**config.mk**
```make
export PLATFORM = sky130hd
export DESIGN_NAME = d_mem_write_buffer_flat
export DESIGN_NICKNAME = d
export VERILOG_FILES = /design/src/rtl/d_mem_write_buffer_pkg.sv /design/src/rtl/d_mem_write_buffer_if.sv /design/src/rtl/d_mem_write_buffer_wb_fifo.sv /design/src/rtl/d_mem_write_buffer.sv /design/src/flat_wrapper.sv
export SDC_FILE = /design/constraint.sdc
export NUM_CORES = 1
export LEC_CHECK = 0
export CORE_AREA = 2 2 202 204
export DETAILED_ROUTE_END_ITERATION = 6
export DIE_AREA = 0 0 204 206
export GPL_TIMING_DRIVEN = 0
export PLACE_DENSITY = 0.55
export SETUP_SLACK_MARGIN = 0.1
export SLEW_MARGIN = 20
export SYNTH_ARGS = -nofsm -noshare
export SYNTH_HDL_FRONTEND = slang
export SYNTH_SLANG_ARGS = --single-unit
```
**constraint.sdc**
```tcl
create_clock -name clk -period 4.3 [get_ports clk]
set_input_delay 0.43 -clock clk [delete_from_list [all_inputs] [get_ports clk]]
set_output_delay 0.43 -clock clk [all_outputs]
set_load 0.005 [all_outputs]
```
**src/rtl/d_mem_write_buffer_pkg.sv**
```systemverilog
// Shared encodings and default geometry for the D-memory posted-store write buffer.
package d_mem_write_buffer_pkg;

  localparam int WB_DEPTH = 4;
  localparam int WB_AW    = 12;
  localparam int WB_DW    = 32;
  localparam int WB_BEW   = WB_DW / 8;

  typedef enum logic [1:0] {
    ST_IDLE    = 2'd0,
    ST_RD      = 2'd1,
    ST_RD_WAIT = 2'd2
  } wb_state_e;

endpackage

```
**src/rtl/d_mem_write_buffer_if.sv**
```systemverilog
// Request/response bus from the D-cache plus the D-memory macro port; master = requester, slave = buffer, mem = macro.
interface d_mem_write_buffer_if
  import d_mem_write_buffer_pkg::*;
#(
  parameter int AW = WB_AW,
  parameter int DW = WB_DW
);
  localparam int BW = DW / 8;

  logic          req_csn;
  logic          req_wen;
  logic [AW-1:0] req_addr;
  logic [BW-1:0] req_be;
  logic [DW-1:0] req_di;
  logic          rdy;
  logic          valid;
  logic [DW-1:0] req_dout;
  logic          d_mem_csn;
  logic          d_mem_wen;
  logic [AW-1:0] d_mem_addr;
  logic [BW-1:0] d_mem_be;
  logic [DW-1:0] d_mem_dout;
  logic [DW-1:0] d_mem_di;
  logic          wb_empty;
  logic          wb_full;

  modport master (
    output req_csn, req_wen, req_addr, req_be, req_di,
    input  rdy, valid, req_dout, wb_empty, wb_full
  );

  modport slave (
    input  req_csn, req_wen, req_addr, req_be, req_di, d_mem_di,
    output rdy, valid, req_dout, wb_empty, wb_full,
    output d_mem_csn, d_mem_wen, d_mem_addr, d_mem_be, d_mem_dout
  );

  modport mem (
    input  d_mem_csn, d_mem_wen, d_mem_addr, d_mem_be, d_mem_dout,
    output d_mem_di
  );

endinterface

```
**src/rtl/d_mem_write_buffer_wb_fifo.sv**
```systemverilog
// Circular store-entry storage: push at tail, pop at head, per-slot address match and youngest-entry byte merge.
module wb_fifo
  import d_mem_write_buffer_pkg::*;
#(
  parameter int  DEPTH = WB_DEPTH,
  parameter int  AW    = WB_AW,
  parameter int  DW    = WB_DW,
  localparam int BW    = DW / 8,
  localparam int PW    = $clog2(DEPTH),
  localparam int CW    = PW + 1
) (
  input  logic             clk,
  input  logic             rst,
  input  logic             push_i,
  input  logic             merge_i,
  input  logic             pop_i,
  input  logic [AW-1:0]    addr_i,
  input  logic [BW-1:0]    be_i,
  input  logic [DW-1:0]    data_i,
  output logic [DEPTH-1:0] match_o,
  output logic             young_match_o,
  output logic [AW-1:0]    head_addr_o,
  output logic [BW-1:0]    head_be_o,
  output logic [DW-1:0]    head_data_o,
  output logic [CW-1:0]    count_o,
  output logic             empty_o,
  output logic             full_o
);

  logic [AW-1:0] addr_q [DEPTH];
  logic [BW-1:0] be_q   [DEPTH];
  logic [DW-1:0] data_q [DEPTH];
  logic [PW-1:0] head_q, tail_q, young;
  logic [CW-1:0] count_q;
  logic [PW-1:0] offs;

  assign young         = tail_q - PW'(1);
  assign young_match_o = (count_q != '0) && (addr_q[young] == addr_i);
  assign head_addr_o   = addr_q[head_q];
  assign head_be_o     = be_q[head_q];
  assign head_data_o   = data_q[head_q];
  assign count_o       = count_q;
  assign empty_o       = (count_q == '0);
  assign full_o        = (count_q == CW'(DEPTH));

  // A slot is live when its distance from head is below the occupancy.
  always_comb begin
    match_o = '0;
    offs    = '0;
    for (int i = 0; i < DEPTH; i++) begin
      offs       = PW'(i) - head_q;
      match_o[i] = (CW'(offs) < count_q) && (addr_q[i] == addr_i);
    end
  end

  always_ff @(posedge clk or posedge rst) begin
    if (rst) begin
      head_q  <= '0;
      tail_q  <= '0;
      count_q <= '0;
    end else begin
      if (push_i) tail_q <= tail_q + PW'(1);
      if (pop_i)  head_q <= head_q + PW'(1);
      case ({push_i, pop_i})
        2'b10:   count_q <= count_q + CW'(1);
        2'b01:   count_q <= count_q - CW'(1);
        default: count_q <= count_q;
      endcase
    end
  end

  always_ff @(posedge clk) begin
    if (push_i) begin
      addr_q[tail_q] <= addr_i;
      be_q[tail_q]   <= be_i;
      data_q[tail_q] <= data_i;
    end
    if (merge_i) begin
      be_q[young] <= be_q[young] | be_i;
      for (int b = 0; b < BW; b++) begin
        if (be_i[b]) data_q[young][8*b +: 8] <= data_i[8*b +: 8];
      end
    end
  end

endmodule

```
**src/rtl/d_mem_write_buffer.sv**
```systemverilog
// Posted-store write buffer in front of D-memory; loads bypass unless they hit a queued word (then drain first).
// Load data VALID three cycles after accept; RDY holds the requester. WB_MERGE_EN enables youngest-entry store merging.
module d_mem_write_buffer
  import d_mem_write_buffer_pkg::*;
#(
  parameter int  DEPTH = WB_DEPTH,
  parameter int  AW    = WB_AW,
  parameter int  DW    = WB_DW,
  localparam int BW    = DW / 8,
  localparam int CW    = $clog2(DEPTH) + 1
) (
  input logic                  clk,
  input logic                  rst,
  d_mem_write_buffer_if.slave  bus
);

`ifdef WB_MERGE_EN
  localparam bit MERGE_EN = 1'b1;
`else
  localparam bit MERGE_EN = 1'b0;
`endif

  wb_state_e     state_q, state_d;
  logic [AW-1:0] rd_addr_q, rd_addr_d;
  logic          valid_q, valid_d;
  logic [DW-1:0] dout_q, dout_d;

  logic [DEPTH-1:0] match;
  logic             young_match, empty, full;
  logic [AW-1:0]    head_addr;
  logic [BW-1:0]    head_be;
  logic [DW-1:0]    head_data;
  logic [CW-1:0]    count;
  logic is_store, is_load, hit, load_acc, drain, merge, store_acc, push;

  wb_fifo #(.DEPTH(DEPTH), .AW(AW), .DW(DW)) u_fifo (
    .clk          (clk),
    .rst          (rst),
    .push_i       (push),
    .merge_i      (merge),
    .pop_i        (drain),
    .addr_i       (bus.req_addr),
    .be_i         (bus.req_be),
    .data_i       (bus.req_di),
    .match_o      (match),
    .young_match_o(young_match),
    .head_addr_o  (head_addr),
    .head_be_o    (head_be),
    .head_data_o  (head_data),
    .count_o      (count),
    .empty_o      (empty),
    .full_o       (full)
  );

  // A non-hit load wins the memory port; a hitting load forces the drain that clears its hazard.
  always_comb begin
    is_store  = !bus.req_csn && !bus.req_wen;
    is_load   = !bus.req_csn && bus.req_wen;
    hit       = |match;
    load_acc  = is_load && !hit && (state_q == ST_IDLE);
    drain     = (state_q == ST_IDLE) && !empty && !load_acc &&
                (bus.req_csn || full || (is_load && hit));
    merge     = MERGE_EN && is_store && young_match && !(drain && count == CW'(1));
    store_acc = is_store && (!full || merge);
    push      = store_acc && !merge;
  end

  always_comb begin
    state_d        = state_q;
    rd_addr_d      = rd_addr_q;
    valid_d        = 1'b0;
    dout_d         = dout_q;
    bus.d_mem_csn  = 1'b1;
    bus.d_mem_wen  = 1'b1;
    bus.d_mem_addr = '0;
    bus.d_mem_be   = '0;
    bus.d_mem_dout = '0;
    case (state_q)
      ST_IDLE: begin
        if (load_acc) begin
          rd_addr_d = bus.req_addr;
          state_d   = ST_RD;
        end else if (drain) begin
          bus.d_mem_csn  = 1'b0;
          bus.d_mem_wen  = 1'b0;
          bus.d_mem_addr = head_addr;
          bus.d_mem_be   = head_be;
          bus.d_mem_dout = head_data;
        end
      end
      ST_RD: begin
        bus.d_mem_csn  = 1'b0;
        bus.d_mem_addr = rd_addr_q;
        bus.d_mem_be   = '1;
        state_d        = ST_RD_WAIT;
      end
      ST_RD_WAIT: begin
        dout_d  = bus.d_mem_di;
        valid_d = 1'b1;
        state_d = ST_IDLE;
      end
      default: state_d = ST_IDLE;
    endcase
  end

  always_ff @(posedge clk or posedge rst) begin
    if (rst) begin
      state_q   <= ST_IDLE;
      rd_addr_q <= '0;
      valid_q   <= 1'b0;
      dout_q    <= '0;
    end else begin
      state_q   <= state_d;
      rd_addr_q <= rd_addr_d;
      valid_q   <= valid_d;
      dout_q    <= dout_d;
    end
  end

  assign bus.rdy      = store_acc || load_acc;
  assign bus.valid    = valid_q;
  assign bus.req_dout = dout_q;
  assign bus.wb_empty = empty;
  assign bus.wb_full  = full;

endmodule
```
**src/flat_wrapper.sv**
```systemverilog
// flat-port wrapper written by rule: the top's interface ports become plain ports
module d_mem_write_buffer_flat import d_mem_write_buffer_pkg::*;
#(
  parameter int  DEPTH = WB_DEPTH,
  parameter int  AW    = WB_AW,
  parameter int  DW    = WB_DW,
  localparam int BW    = DW / 8,
  localparam int CW    = $clog2(DEPTH) + 1
)
  (clk, rst, bus_req_csn, bus_req_wen, bus_req_addr, bus_req_be, bus_req_di, bus_d_mem_di, bus_rdy, bus_valid, bus_req_dout, bus_wb_empty, bus_wb_full, bus_d_mem_csn, bus_d_mem_wen, bus_d_mem_addr, bus_d_mem_be, bus_d_mem_dout);
  d_mem_write_buffer_if #(.AW(AW), .DW(DW)) bus_i ();
  input logic clk;
  input logic rst;
  input wire logic [$bits(bus_i.req_csn)-1:0] bus_req_csn;
  input wire logic [$bits(bus_i.req_wen)-1:0] bus_req_wen;
  input wire logic [$bits(bus_i.req_addr)-1:0] bus_req_addr;
  input wire logic [$bits(bus_i.req_be)-1:0] bus_req_be;
  input wire logic [$bits(bus_i.req_di)-1:0] bus_req_di;
  input wire logic [$bits(bus_i.d_mem_di)-1:0] bus_d_mem_di;
  output wire logic [$bits(bus_i.rdy)-1:0] bus_rdy;
  output wire logic [$bits(bus_i.valid)-1:0] bus_valid;
  output wire logic [$bits(bus_i.req_dout)-1:0] bus_req_dout;
  output wire logic [$bits(bus_i.wb_empty)-1:0] bus_wb_empty;
  output wire logic [$bits(bus_i.wb_full)-1:0] bus_wb_full;
  output wire logic [$bits(bus_i.d_mem_csn)-1:0] bus_d_mem_csn;
  output wire logic [$bits(bus_i.d_mem_wen)-1:0] bus_d_mem_wen;
  output wire logic [$bits(bus_i.d_mem_addr)-1:0] bus_d_mem_addr;
  output wire logic [$bits(bus_i.d_mem_be)-1:0] bus_d_mem_be;
  output wire logic [$bits(bus_i.d_mem_dout)-1:0] bus_d_mem_dout;
  assign bus_i.req_csn = bus_req_csn;
  assign bus_i.req_wen = bus_req_wen;
  assign bus_i.req_addr = bus_req_addr;
  assign bus_i.req_be = bus_req_be;
  assign bus_i.req_di = bus_req_di;
  assign bus_i.d_mem_di = bus_d_mem_di;
  assign bus_rdy = bus_i.rdy;
  assign bus_valid = bus_i.valid;
  assign bus_req_dout = bus_i.req_dout;
  assign bus_wb_empty = bus_i.wb_empty;
  assign bus_wb_full = bus_i.wb_full;
  assign bus_d_mem_csn = bus_i.d_mem_csn;
  assign bus_d_mem_wen = bus_i.d_mem_wen;
  assign bus_d_mem_addr = bus_i.d_mem_addr;
  assign bus_d_mem_be = bus_i.d_mem_be;
  assign bus_d_mem_dout = bus_i.d_mem_dout;
  d_mem_write_buffer #(.DEPTH(DEPTH), .AW(AW), .DW(DW)) u_core (.clk(clk), .rst(rst), .bus(bus_i));
endmodule
```
==> results.cfg <==
[logic_synthesis]
synth_area_leaders = edfxtp_1, dfrtp_1, mux4_2
synthXorXnorAreaFrac = 0.0471
synth-compound-area-share = 0.0229
synth_edf_count = 192
avgSynthCellArea_sq_um = 18.7
yosys-mux-area-fraction = 0.154
synth_ff_type = edfxtp_1
yosys.area.top_type = edfxtp_1
synth_top_family_by_area = multiplexers
ys_ff_latch = 246
synth_top_cell_area_share = 0.564
ys_seq_area_frac = 0.696
synth_area_sq_um = 10200
synthSimpleGateAreaFrac = 0.0426
ys_warn_count = 0
syn_inst = 547
synthAdderAreaFrac = 0.0130
async_flop_share = 0.220
synth_nets = 641
synth_cell_types = 41

[routing]
wl_per_cell_um = 18.7
dr.pass1.iters = 5
drt-initial-drc-count = 295
viasPerCell = 4.22
routed-via-count = 5526
drcViolationCount = 0
postRouteAntennaNets = 0
wl_um = 24500

[placement]
hpwlAfterDp_um = 16500
gp_congestion = 0.725
port_buffers = 169
place_area_sq_um = 12700

[sta]
setup_viol = 0
period_share = 0.942
tightest_slew_ps = 1020
max_slew_margin = 0.321
rsz0062_at_grt = true
slew_violations = 0
fin_worst_skew_ps = 13.1
fin_crit_ps = 4050
finalHoldViolCount = 0
timing.fmax_mhz = 247

[worst_setup_path]
cpPeakStageDelay_ps = 490
cp.arrival_ps = 3620
rr_worst_depth = 17
cpMostUsedCell = buf_6
end_kind = output port
cp_num_cells = 14
critPathLaunchType = register
worstSetupPathType = reg -> out
crit_family = buffers and inverters
cpMaxStageDelayCell = clkdlybuf4s50_1
cp.required_ps = 3870
path_cells = buf_4 -> buf_6 -> xnor2_4 -> inv_1 -> ha_1 -> a21oi_1 -> o211ai_1 -> o22ai_2 -> o31ai_4 -> and2_4 -> inv_6 -> buf_6 -> a22o_1 -> clkdlybuf4s50_1
path_max_fanout = 10
critPathBufInv = 6

[global_routing]
overflow = 0
first_global_vias = 5971
grt_max_degree = 36
grt_pass1_wl_um = 36900
antenna_found_initial = 2
grt_usage = 0.117

[cts]
clkTransAtPathRegs_ps = 60
holdBufCountCts = 0
cts_buffers = 29
clk_latency_ps = 560
cts_buffer_depth = 3
cts_tree = done
cts_root_buf = clkbuf_16
cts_max_level = 1
clock-sinks = 246

[power_and_ir_drop]
ir_drop_v = 0.000314
power.density_nw_per_um2 = 581
leakage_nw = 4.77
p_total_mw = 8.00

[floorplan]
start_util = 0.255
die_w_um = 204
die_area_sq_um = 42000
core_area_sq_um = 40200
die_h_um = 206
rows = 74
io_pins = 170

[finish]
final_area_sq_um = 13800
area_growth_pct = 34.7
drive_above_1_share = 0.235
post-route-util = 0.343
fin_nets = 849

[worst_hold_path]
hp-class = in -> async

[job]
max-cap-violations = 0

[outcome]
status = finished, final reports clean
-- metrics by stage --
step | TNS, ps | instances | hold WS, ps | setup WS [ps]
after floorplan | 0 | 547 | 459 | 932
final | 0 | 1311 | 211 | 248
after CTS | 0 | 1309 | 196 | 105
after global placement | -32390 | 1248 | 468 | -190
after detailed placement | 0 | 1253 | 478 | 79.9
after global routing | 0 | 1310 | 226 | 62.3
-- repair_timing --
action	in CTS	in global routing
setup buffers	2	1
setup endpoints to repair	51	47
resized for setup	13	8
pin swaps	3	1
-- area by class of cell --
class / instances / area, sq um
fill: 3900 / 26400
buffer: 36 / 235
sequential: 246 / 7120
clock buffer: 39 / 836
clock inverter: 15 / 108
inverter: 10 / 45.0
antenna: 1 / 2.50
timing repair buffer: 177 / 1850
multi-input combinational: 255 / 2920
tap: 532 / 666
-- cell usage in the layout, fill, tap and decap left out, types with 3 or more instances in the layout --
cell type and n:
and2_4 5, xnor2_1 20, buf_16 4, clkdlybuf4s50_1 167, and2_1 32, buf_4 4, inv_1 8, clkbuf_16 31
nor2_1 3, clkbuf_8 3, clkinv_2 4, xor2_1 34, mux2_2 41, o21ai_0 3, nand4_1 4, clkbuf_1 18
a22o_1 11, a21oi_1 4, nor4_1 6, nand2_1 4, edfxtp_1 192, clkinv_1 5, buf_6 9, mux2_1 3
ha_1 9, dfrtp_1 54, buf_2 10, a21o_1 4, mux4_2 48
-- power by group --
group          switching, mW  internal [mW]  total, mW  leakage (nW)
combinational           1.11           1.44       2.55          1.93
clock                  0.976           1.42       2.40         0.461
sequential             0.136           2.92       3.05          2.38
total                   2.22           5.78       8.00          4.77
-- metal layers --
metal | vias up | wire [um] | global-route usage
li1 | 2530 | - | -
met1 | 2783 | 10800 | 0.152
met2 | 177 | 11100 | 0.187
met3 | 36 | 2020 | 0.0399
met4 | 0 | 566 | 0.0298
met5 | - | 0 | 0
-- state kept, by name, summed over array words and instances (netlist names) --
name,count
u_core.rd_addr_q,12
u_core.u_fifo.data_q,128
u_core.u_fifo.tail_q,2
u_core.bus.req_dout,32
u_core.u_fifo.count_o,3
u_core.u_fifo.be_q,16
u_core.u_fifo.addr_q,48
u_core.state_q,2
u_core.bus.valid,1
u_core.u_fifo.head_q,2
-- synth_stat cells, drive strengths merged, types with 2 or more instances --
master	instances
edfxtp	192
and2	37
o21ai	3
nor2b	2
dfrtp	54
clkbuf	15
mux2	44
inv	10
nor4	9
o211ai	2
xnor2	21
ha	9
nand2	5
a22o	12
xor2	34
a21o	4
a21oi	4
mux4	48
nor3	4
nand4	4
buf	21
nor2	3
-- worst paths after layout --
path	from	end	slack (ps)
max	u_core.u_fifo.head_q[0]	bus_d_mem_addr[9]	250
min	rst	u_core.bus.req_dout[19]	210
max reg2reg	u_core.u_fifo.head_q[1]	u_core.u_fifo.count_o[2]	930
min reg2reg	u_core.rd_addr_q[2]	u_core.rd_addr_q[2]	490
max in group asynchronous	rst	u_core.rd_addr_q[4]	3600
min in group clk	bus_d_mem_di[30]	u_core.bus.req_dout[30]	490
-- logic make-up (layout without fill, tap and decap cells) --
family,after synthesis,after routing
XOR/XNOR,55,55
AO/OA/AOI/OAI,30,30
multiplexers,92,92
AND/OR/NAND/NOR,68,68
buffers and inverters,46,277
other,0,1
flip-flops,246,246
adder cells (fa/ha/maj),10,10
(Power assumes the default switching activity.)
==> variant 1: new RTL, config.mk and constraints unchanged <==
The option `WB_MERGE_EN` is turned on by a define.
--- a/src/rtl/d_mem_write_buffer.sv
+++ b/src/rtl/d_mem_write_buffer.sv
@@ -1,4 +1,6 @@
 // Posted-store write buffer in front of D-memory; loads bypass unless they hit a queued word (then drain first).
 // Load data VALID three cycles after accept; RDY holds the requester. WB_MERGE_EN enables youngest-entry store merging.
+`define WB_MERGE_EN
+
 module d_mem_write_buffer
   import d_mem_write_buffer_pkg::*;
Formal check against the unedited RTL: not equivalent (Yosys sat finds a counterexample within 4 cycles, from zero or initial values and one cycle with rst high).
==> variant 1 against the original RTL <==
Setup slack lost 0.067 ns. Die area unchanged. Cell count grew 11%. Sequential share of layout area fell by 3.5 points. First-iteration DRC count shrank 4.1%. Sequential cell count did not move. Synthesized area grew 9.6%. Total power up 10%. Wire length up 16%. Cell area grew 7.3%. Highest routed layer unchanged.
==> variant 1: results (changes against the original RTL) <==
CTS
  • Root Buffer: clkbuf_16
  • CTS resizes: 47 (+34)
  • Post-CTS Setup Inserts: 5 (+3)

Finish
  • Buffers excl. clock: 226 (+6.1%)
  • NonClk Buf Share: 14.0% (-1.1 points)
  • Nets: 994 (+17%)
  • Fraction of area in multi-input gates: 26.4% (+5.2 points)
  • Seq. cell area: 7120 um^2 (about the same)
  • Multi-input gates: 367 (+44%)
  • Final clock-cell share: 6.14% (-0.71 points)
  • Layout cells sized above 1: 23.8% (+0.28 points)
  • Logic inverters: 28 (+18)
  • # fillers: 3855 (-1.2%)
  • Clock buffer count: 33 (-15%)

STA
  • WHS: 0.186 ns (-0.0245 ns)
  • Worst Skew: 0.0180 ns (+0.00496 ns)
  • Fin crit period: 4.12 ns (+0.0665 ns)
  • Max-Slew Margin vs Limit: 29.3% (-2.8 points)

Detailed routing
  • Drt first pass iters: 4 (-1)
  • Final WL: 28500 um (+16%)
  • Drt initial violations: 283 (-4.1%)
  • Routed Antenna Nets: 0 (unchanged)

Power and ir drop
  • LEAKAGE: 5.09 nW (+6.8%)
  • Peak supply drop: 267 uV (-15%)
  • Power share of the clock group: 26.3% (-3.6 points)
  • Pint: 6.10 mW (+5.6%)

Global route
  • Initial antenna violation count: 0 (-2)
  • Overall routing resource usage: 13.6% (+1.9 points)
  • Largest net degree at the start of global routing: 31 (-14%)
  • Vias in the first global route: 7022 (+18%)
  • First-pass GRT wire length: 43000 um (+17%)

Worst setup path
  • FF-to-FF setup slack: 0.44 ns (-0.49 ns)
  • Reg2reg path depth: 13 (-4)
  • Critical Path Sink: bus_d_mem_be[3]
  • Reg2Reg Capture Point: u_core.u_fifo.addr_q[2][6]
  • Worst Path Arrival: 3.69 ns (+0.07 ns)
  • Worst-path fanout max: 10 (unchanged)
  • Critical Path Max Stage Delay: 0.58 ns (+0.09 ns)
  • Worst Setup SP: bus_req_addr[5]

Synthesis
  • Mux cell area share after synthesis: 18.3% (+2.9 points)
  • Seq/Total Area, Yosys: 63.5% (-6.1 points)
  • Post-Syn Nets: 781 (+22%)
  • Synth Area in Compound Gates: 3.30% (+1.0 points)
  • Area share of fa/ha/maj cells after synthesis: 1.34% (+0.043 points)
  • Post-synth cell types: 46 (+12%)
  • Top post-synthesis cells by area: edfxtp_1 51%, dfrtp_1 12%, mux4_2 12%
  • Synth Area in XOR/XNOR: 5.23% (+0.53 points)
  • Synth top cells by count: 192 x edfxtp_1, 59 x mux4_2, 54 x dfrtp_1, 50 x mux2_2, 42 x xor2_1
  • Post-synth top area share: 51.4% (-4.9 points)

Outcome
  • Status: complete, no violations

Place
  • Post-detail-place hpwl: 20000 um (+21%)
  • Dpl ws: -0.979 ns (-1.06 ns)
  • Placed insts: 1388 (+11%)
  • GPL Wtd Cong: 0.817 (+13%)

Hold path
  • HP Class: in2async
## variant 1: cell types whose count changed after synthesis, sizes merged, moves of 12 or more
| cell | delta |
|---|---|
| buf | -12 |
| a22o | -12 |
| mux4 | +13 |
| o21ai | +25 |
| nand3 | +12 |
| inv | +18 |
| clkbuf | +20 |
| nand2 | +13 |
| nor2b | +33 |
| and2 | -31 |
## variant 1: through the flow
| step | setup TNS [ns] | instance area [um^2] |
|---|---|---|
| after floorplan | 0 | 11200 |
| after global placement | -179.31 | 13600 |
| after detailed placement | -126.10 | 13600 |
| after CTS | 0 | 14700 |
| after global routing | 0 | 14800 |
| final | 0 | 14800 |
## variant 1: per-layer routing
layer / global-route usage (%) / share of wire (%)
met4: 3.99 / 2.1
met3: 2.24 / 4.5
met5: 0 / 0
met1: 17.8 / 44
met2: 23.3 / 50
==> variant 2: new RTL, config.mk and constraints unchanged <==
Made on the original files. The 3 states of `wb_state_e` get a one-hot encoding in 3 bits.
--- a/src/rtl/d_mem_write_buffer_pkg.sv
+++ b/src/rtl/d_mem_write_buffer_pkg.sv
@@ -7,8 +7,8 @@
   localparam int WB_BEW   = WB_DW / 8;
 
-  typedef enum logic [1:0] {
-    ST_IDLE    = 2'd0,
-    ST_RD      = 2'd1,
-    ST_RD_WAIT = 2'd2
+  typedef enum logic [2:0] {
+    ST_IDLE    = 3'b001,
+    ST_RD      = 3'b010,
+    ST_RD_WAIT = 3'b100
   } wb_state_e;
 
Formal check against the unedited RTL: same outputs for any inputs over 4 cycles, from zero or initial values and one cycle with rst high; so few cycles prove little.
==> variant 2 against the original RTL <==
Setup slack lost 0.0040 ns. Register-to-register slack lost 0.07 ns. Maximum frequency is essentially flat. Cell area grew 0.48%. First-iteration DRC count shrank 20%. Synthesized area grew 1.3%. Total power shrank 2.5%. Synthesized cell count grew 4.4%. Combinational power shrank 9.4%. Wire length grew 3.9%. Sequential cell count grew 1. Via count grew 4.6%. Largest cell class unchanged.
==> variant 2: results (changes against the original RTL) <==
Synthesis
  • Seq/Total Area, Yosys: 68.9% (-0.66 points)
  • Post-Syn Nets: 665 (+3.7%)
  • Async SR Flop Fraction: 22.3% (+0.32 points)

Finish
  • Clock buffer count: 34 (-13%)
  • Seq. cell area: 7140 um^2 (+0.37%)
  • Fin util: 34.5% (+0.16 points)
  • Fraction of area in multi-input gates: 21.7% (+0.49 points)
  • Multi-input gates: 274 (+7.5%)
  • Final clock-cell share: 6.82% (-0.024 points)
  • # fillers: 3916 (+0.41%)
  • FF+latch count: 247 (+0.41%)
  • Nets: 869 (+2.4%)

Detailed routing
  • Routed len/inst: 19.3 um (+2.8%)
  • Met2 WL: 12300 um (+10%)
  • Via density per instance: 4.36 (+3.5%)
  • Met3 routed WL: 1540 um (-24%)

Power and ir drop
  • Peak supply drop: 321 uV (+2.3%)
  • LEAKAGE: 4.92 nW (+3.1%)
  • Comb power: 2.31 mW (-9.4%)

Global route
  • Initial antenna violation count: 1 (-1)
  • Overall routing resource usage: 12.1% (+0.42 points)
  • Met1 Usage GRT: 15.2% (+0.074 points)
  • Largest net degree at the start of global routing: 53 (+47%)
  • Vias in the first global route: 6151 (+3.0%)
  • Global Route met2 Usage: 20.6% (+1.9 points)
  • Met3 GRT Util: 3.01% (-0.98 points)

Worst setup path
  • Critical Path Sink: bus_d_mem_be[2]
  • Worst Setup SP: u_core.u_fifo.head_q[1]
  • Reg2reg path depth: 16 (-1)

STA
  • Worst slew pin tran: 0.915 ns (-0.103 ns)

Outcome
  • Status: complete, no violations

Place
  • Dpl cell area: 12900 um^2 (+1.1%)
## variant 2: changes by cell type after synthesis, moves of 5 or more
cell,before,now
mux2_4,0,8
a22o_1,12,0
and3_1,1,33
xnor2_1,21,12
and2_1,36,4
a32o_1,0,12
mux2_2,41,36
nand2_1,5,14
buf_2,10,15
xor2_1,34,42
nor2_1,3,8
## variant 2: kinds of logic after synthesis
family | synth area share (%)
xor+xnor | 4.56
fa+ha+maj | 1.28
compound gates | 2.33
mux | 15.5
simple gates | 5.01
buf+inv | 2.43
flops | 68.9
## variant 2: repair_timing
| action | CTS | global route |
|---|---|---|
| endpoints found under the hold margin | 0 | 0 |
| pin swaps | 0 | 0 |
| gates resized for setup | 9 | 3 |
| setup endpoints to repair | 51 | 13 |
## variant 2: through the flow
stage	hold slack (ns)	worst slack (ns)
2_1_floorplan	0.481	0.976
3_3_place_gp	0.488	-0.0702
3_5_place_dp	0.495	0.110
4_1_cts	0.0917	0.186
5_1_grt	0.110	0.0295
6_report	0.116	0.244
